==> src/rtl/vga_pkg.sv <==
// vga_pkg: shared types, AXI codes and pixel formatting for the VGA ping-pong fetcher
package vga_pkg;
  typedef enum logic [1:0] {ST_IDLE, ST_ADDR, ST_DATA} fetch_state_e;
  typedef enum logic {FMT_RGB444 = 1'b0, FMT_RGB565 = 1'b1} pix_fmt_e;
  localparam logic [1:0] AXI_BURST_INCR = 2'b01;
  localparam logic [1:0] AXI_RESP_OKAY  = 2'b00;
  function automatic logic [11:0] fmt_pix(input logic mode, input logic [15:0] s);
    return (mode == FMT_RGB565) ? {s[15:12], s[10:7], s[4:1]} : s[11:0];
  endfunction
endpackage

==> src/rtl/pp_bank_ram.sv <==
// pp_bank_ram: two-bank word store, one write port and one registered read port
module pp_bank_ram #(
  parameter int DEPTH      = 64,
  parameter int DATA_WIDTH = 64
) (
  input  logic                     clk_v,
  input  logic                     i_we,
  input  logic [$clog2(DEPTH)-1:0] i_waddr,
  input  logic [DATA_WIDTH-1:0]    i_wdata,
  input  logic                     i_re,
  input  logic [$clog2(DEPTH)-1:0] i_raddr,
  output logic [DATA_WIDTH-1:0]    o_rdata
);
  logic [DATA_WIDTH-1:0] r_mem [DEPTH];
  always_ff @(posedge clk_v) begin
    if (i_we) r_mem[i_waddr] <= i_wdata;
    if (i_re) o_rdata <= r_mem[i_raddr];
  end
endmodule

==> src/rtl/vga_pingpong_fetch.sv <==
// vga_pingpong_fetch: AXI burst reader filling two ping-pong banks drained pixel by pixel
module vga_pingpong_fetch
  import vga_pkg::*;
#(
  parameter int ADDR_WIDTH = 64,
  parameter int DATA_WIDTH = 64,
  parameter int BURST_LEN  = 32,
  parameter int PIX_WIDTH  = 16
) (
  input  logic                  clk_v,
  input  logic                  rst_v,
  input  logic                  enable_i,
  input  logic                  mode_i,
  input  logic                  data_req_i,
  output logic [11:0]           data_o,
  output logic                  underflow_o,
  input  logic [ADDR_WIDTH-1:0] base_addr_i,
  input  logic [ADDR_WIDTH-1:0] top_addr_i,
  input  logic                  arready_i,
  output logic                  arvalid_o,
  output logic [ADDR_WIDTH-1:0] araddr_o,
  output logic [1:0]            arburst_o,
  output logic [7:0]            arlen_o,
  output logic [2:0]            arsize_o,
  input  logic                  rvalid_i,
  output logic                  rready_o,
  input  logic [DATA_WIDTH-1:0] rdata_i,
  input  logic [1:0]            rresp_i,
  input  logic                  rlast_i,
  output logic                  err_o
);
  localparam int PPW = DATA_WIDTH / PIX_WIDTH;
  localparam int CW  = $clog2(BURST_LEN);
  localparam int SW  = PPW > 1 ? $clog2(PPW) : 1;
  localparam logic [ADDR_WIDTH-1:0] STEP = ADDR_WIDTH'(BURST_LEN * DATA_WIDTH / 8);
  fetch_state_e r_state, w_next;
  logic [1:0] r_valid;
  logic r_wbank, r_rbank, r_first, r_show, r_mode, r_uf, r_err;
  logic [CW-1:0] r_wcnt, r_rword;
  logic [SW-1:0] r_rslot, r_slot_q;
  logic [ADDR_WIDTH-1:0] r_addr, w_inc;
  logic w_beat, w_final, w_acc, w_idle_off, w_last_slot;
  logic [DATA_WIDTH-1:0] w_q;
  logic [15:0] w_pix;

  assign w_beat      = r_state == ST_DATA && rvalid_i;
  assign w_final     = w_beat && (rlast_i || r_wcnt == CW'(BURST_LEN - 1));
  assign w_acc       = data_req_i && r_valid[r_rbank];
  assign w_idle_off  = r_state == ST_IDLE && !enable_i;
  assign w_last_slot = r_rword == CW'(BURST_LEN - 1) && r_rslot == SW'(PPW - 1);
  assign w_inc       = r_addr + STEP;
  assign w_pix       = 16'(w_q[r_slot_q*PIX_WIDTH +: PIX_WIDTH]);

  pp_bank_ram #(.DEPTH(2 * BURST_LEN), .DATA_WIDTH(DATA_WIDTH)) u_ram (
    .clk_v   (clk_v),
    .i_we    (w_beat),
    .i_waddr ({r_wbank, r_wcnt}),
    .i_wdata (rresp_i == AXI_RESP_OKAY ? rdata_i : '0),
    .i_re    (w_acc),
    .i_raddr ({r_rbank, r_rword}),
    .o_rdata (w_q)
  );

  always_comb begin
    w_next = r_state;
    unique case (r_state)
      ST_IDLE: if (enable_i && !r_valid[r_wbank]) w_next = ST_ADDR;
      ST_ADDR: if (arready_i) w_next = ST_DATA;
      ST_DATA: if (w_final) w_next = ST_IDLE;
      default: w_next = ST_IDLE;
    endcase
  end

  always_ff @(posedge clk_v or posedge rst_v)
    if (rst_v) r_state <= ST_IDLE;
    else r_state <= w_next;

  always_ff @(posedge clk_v or posedge rst_v) begin
    if (rst_v) begin
      r_valid  <= '0;
      r_wbank  <= 1'b0;
      r_rbank  <= 1'b0;
      r_first  <= 1'b1;
      r_show   <= 1'b0;
      r_mode   <= 1'b0;
      r_uf     <= 1'b0;
      r_err    <= 1'b0;
      r_wcnt   <= '0;
      r_rword  <= '0;
      r_rslot  <= '0;
      r_slot_q <= '0;
      r_addr   <= '0;
    end else begin
      r_uf <= data_req_i && !r_valid[r_rbank];
      if (data_req_i) begin
        r_show   <= w_acc;
        r_slot_q <= r_rslot;
        r_mode   <= mode_i;
      end
      if (w_beat && rresp_i != AXI_RESP_OKAY) r_err <= 1'b1;
      if (w_idle_off) begin
        r_valid <= '0;
        r_wbank <= 1'b0;
        r_rbank <= 1'b0;
        r_wcnt  <= '0;
        r_rword <= '0;
        r_rslot <= '0;
        r_addr  <= base_addr_i;
        r_first <= 1'b1;
      end else begin
        // first burst after reset or disable always restarts at the frame base
        if (r_state == ST_IDLE && w_next == ST_ADDR && r_first) begin
          r_addr  <= base_addr_i;
          r_first <= 1'b0;
        end
        if (r_state == ST_ADDR && arready_i) r_addr <= w_inc >= top_addr_i ? base_addr_i : w_inc;
        if (w_beat) r_wcnt <= w_final ? '0 : r_wcnt + 1'b1;
        if (w_final) r_wbank <= ~r_wbank;
        if (w_acc) begin
          r_rslot <= r_rslot == SW'(PPW - 1) ? '0 : r_rslot + 1'b1;
          if (r_rslot == SW'(PPW - 1)) r_rword <= r_rword + 1'b1;
          if (w_last_slot) r_rbank <= ~r_rbank;
        end
        r_valid <= (r_valid | (w_final ? 2'b01 << r_wbank : 2'b00))
                 & ~((w_acc && w_last_slot) ? 2'b01 << r_rbank : 2'b00);
      end
    end
  end

  assign arvalid_o   = r_state == ST_ADDR;
  assign araddr_o    = r_addr;
  assign arburst_o   = arvalid_o ? AXI_BURST_INCR : 2'b00;
  assign arlen_o     = arvalid_o ? 8'(BURST_LEN - 1) : 8'd0;
  assign arsize_o    = arvalid_o ? 3'($clog2(DATA_WIDTH / 8)) : 3'd0;
  assign rready_o    = r_state == ST_DATA;
  assign underflow_o = r_uf;
  assign err_o       = r_err;
  assign data_o      = r_show ? fmt_pix(r_mode, w_pix) : 12'd0;
endmodule

==> config.mk <==
export PLATFORM = sky130hd
export DESIGN_NAME = vga_pingpong_fetch
export DESIGN_NICKNAME = d
export VERILOG_FILES = /design/src/rtl/vga_pkg.sv /design/src/rtl/pp_bank_ram.sv /design/src/rtl/vga_pingpong_fetch.sv
export SDC_FILE = /design/constraint.sdc
export NUM_CORES = 2
export LEC_CHECK = 0
export BUFFER_PORTS_ARGS = -buffer_cell sky130_fd_sc_hd__buf_4
export CAP_MARGIN = 30
export CORE_MARGIN = 2
export CORE_UTILIZATION = 25
export CTS_CLUSTER_SIZE = 24
export DETAILED_ROUTE_END_ITERATION = 16
export SETUP_SLACK_MARGIN = 0.02
export SYNTH_ARGS = -nofsm -noshare
export SYNTH_HDL_FRONTEND = slang
export SYNTH_SLANG_ARGS = --single-unit
==> constraint.sdc <==
create_clock -name clk_v -period 5.9 [get_ports clk_v]
set_clock_uncertainty 0.05 [all_clocks]
set_input_delay 0 -clock clk_v [delete_from_list [all_inputs] [get_ports clk_v]]
set_output_delay 0 -clock clk_v [all_outputs]
set_load 0.02 [all_outputs]
==> out/results.ini <==
[worst_setup_path]
criticalPathCategory = flop to flop
critPathRequiredTime_ns = 6.71
crit_path_max_fanout = 28
reg2reg_slack_ns = 0.31
cp-end-kind = flop
critPathLaunchType = flop
cp.arrival_ns = 6.40

[placed_design]
gp_congestion = 0.855
placed_cell_area_um2 = 181000
hpwl_um = 272000
dp_cells = 15800
portBuffers = 289

[finish]
multiInputGateArea_um2 = 36900
final_area_um2 = 197000
nNetsFinal = 8053
drive_above_1_share = 0.328
area_growth_pct = 19.0
seq_area_um2 = 127000
final_util = 0.299
fill_cells = 62700
fin_cells = 16800

[outcome]
status = finished, final reports clean

[timing]
slew_viol_final = 0
post-route-period-util = 0.947
timing.final.crit_period_ns = 5.59
fmax_mhz = 179
max_slew_margin = 0.274
rsz0062_at_grt = false
hold_viol_final = 0
tightest_slew_ns = 1.09
setup_tns_ns = 0
setup_viol_count_final = 0

[synthesis]
synth_flop_cell = edfxtp_1
synth_area_um2 = 165000
postSynth.asyncResetShare = 0.0209
postSynthCellCount = 6930
ys_warn_count = 0
seq_area_frac_synth = 0.769
ys_types = 59
synth_edf_count = 4160
synth_seq_cells = 4249
syn_avg_cell_area_um2 = 23.9

[detailed_routing]
drt-total-wl_um = 497000
final_antenna_net_count = 0
vias = 81700
viasPerCell = 4.85
drt_first_pass_iters = 7
drc = 0
wl_per_cell_um = 29.5
dr.first_iter.drc_count = 11900

[floorplan]
start_util = 0.251
die_area_um2 = 668000
die_x_um = 817
core_area_um2 = 659000
num_rows = 298
die_y_um = 817
io_pins = 295

[global_routing]
grtUsageTotal = 0.142
grt_pass1_wl_um = 675000
grt_pass1_vias = 80900
grt_max_degree = 113
grt_overflow = 0
antenna_found_initial = 31

[clock_network]
worst_skew_pair.late_latency_ns = 1.02
clkSlewWorstSetupHoldPaths_ns = 0.07
htreeDepth = 5
cts_root_buffer = clkbuf_16
clockBufferDepth = 4
cts_tree = built
numCtsBuffers = 404
cts_num_sinks = 4249

[power]
power_leakage_nw = 57.0
totalPowerFinal_mw = 64.9
p_per_area_nw_per_um2 = 329
vdd_ir_drop_max_v = 0.000311

[min_path]
holdCritPathClass = primary input to flop

[job]
drv_cap = 0

power by group:
part           switching [mW]  internal, mW  total [mW]
registers               0.590          33.5        34.1
logic                    3.05          1.89        4.94
clock network            11.5          14.3        25.9
path summary, 6_finish.rpt:
check,start,endpoint,cells after the start
worst max register to register,araddr_o[13],araddr_o[32],19
max in group asynchronous,rst_v,r_rword[2],5
min in group asynchronous,rst_v,araddr_o[10],4
worst max-delay path,araddr_o[13],araddr_o[32],19
worst min-delay path,rdata_i[3],u_ram.r_mem[44][3],3
worst min register to register,err_o,err_o,1
registers in the layout, summed over array words and instances, names as in the netlist:
| signal | cells |
|---|---|
| r_first | 1 |
| r_wbank | 1 |
| araddr_o | 64 |
| err_o | 1 |
| r_wcnt | 5 |
| u_ram.o_rdata | 64 |
| r_show | 1 |
| r_state | 2 |
| underflow_o | 1 |
| r_rword | 5 |
| r_rslot | 2 |
| r_slot_q | 2 |
| r_valid | 2 |
| r_mode | 1 |
| u_ram.r_mem | 4096 |
| r_rbank | 1 |
cells in the mapped netlist (56+ instances only):
library cell	n	share of area
edfxtp_1	4160	0.76
mux4_2	1360	0.19
clkbuf_1	230	0.0052
nor2_1	126	0.0029
inv_1	95	0.0022
dfrtp_1	88	0.013
nand2_1	80	0.0018
buf_2	75	0.0023
and2_1	70	0.0026
ha_1	70	0.0053
a21oi_1	57	0.0017
mux2i_1	57	0.0034
nand3_1	56	0.0017
timing repair:
action	CTS	global route
setup endpoints to repair	0	8
hold buffers	225	10
hold endpoints to repair	4163	30
setup buffers	0	2
gates resized for setup	0	3
stage by stage:
step | worst slack [ns] | hold slack (ns)
final | 0.314 | 0.00487
after detailed placement | 0.376 | 0.165
after global placement | 0.393 | 0.145
after global routing | 0.0130 | 0.00587
after CTS | 0.0337 | 0.0299
after floorplan | 0.931 | 0.0732
layout make-up:
cell class	count	area share
sequential	4249	0.646
multi-input combinational	2209	0.187
tap	8700	0.0553
clock buffer	501	0.0538
timing repair buffer	822	0.0431
clock inverter	242	0.0123
inverter	95	0.00182
antenna	21	0.000267
kinds of logic (layout without fill, tap and decap cells):
family / Yosys count / after routing / synth area share
xor gates and xnor gates: 51 / 51 / 0.00270
muxes: 1428 / 1428 / 0.189
DFF: 4249 / 4249 / 0.769
adders and majority gates: 70 / 70 / 0.00529
and+or+nand+nor: 476 / 476 / 0.0148
AOI/OAI and AO/OA: 179 / 179 / 0.00718
other: 1 / 26 / 0.0000227
buffers and inverters: 476 / 1660 / 0.0120
placed cells by master, fill, tap and decap left out, types with 7 or more instances in the layout:
cell | synthesis | final
mux2_2 | 11 | 11
dlygate4sd3_1 | 0 | 235
nor3_1 | 18 | 16
nand2_1 | 80 | 80
clkbuf_16 | 0 | 409
and2_2 | 0 | 56
inv_1 | 95 | 94
mux4_2 | 1360 | 1360
a221o_1 | 9 | 9
clkinvlp_4 | 0 | 8
and3_1 | 32 | 32
a21oi_1 | 57 | 57
buf_4 | 23 | 451
or3_1 | 7 | 7
clkinv_1 | 0 | 91
clkbuf_1 | 230 | 91
mux2i_1 | 57 | 57
dfrtp_1 | 88 | 82
a21o_1 | 7 | 7
nor2_4 | 0 | 66
nor2b_1 | 19 | 18
bufinv_16 | 0 | 35
nand4_1 | 36 | 36
xnor2_1 | 46 | 46
inv_6 | 0 | 9
o21ai_0 | 35 | 35
a22oi_1 | 19 | 19
diode_2 | 0 | 21
buf_12 | 0 | 130
ha_1 | 70 | 70
nand3_1 | 56 | 56
clkinv_16 | 0 | 8
and2_1 | 70 | 14
edfxtp_1 | 4160 | 4160
nor2_1 | 126 | 60
clkinv_2 | 0 | 72
a2bb2oi_1 | 22 | 22
worst max-delay path, cell delays in order, from the launching register on:
cell           delay (ns)
dfrtp_1              0.53
nand4_2              0.26
nor4_4               0.35
buf_4                0.19
and2_0               0.13
buf_4                0.16
nand4_1              0.12
or3_1                0.38
xnor2_1              0.15
ha_1                 0.30
nand4_1              0.27
nor4_2               0.40
nor3b_1              0.37
a2111oi_4            0.12
buf_4                0.20
o21ai_2              0.21
buf_12               0.21
o21ai_0              0.11
a221o_1              0.37
dlygate4sd3_1        0.56
layer usage:
layer  share of wire  GRT usage
met5        0.000026          0
met2            0.49      0.239
met1            0.39      0.190
met4           0.030     0.0399
met3           0.087     0.0261
No activity file was read; power rests on OpenSTA's default activity.
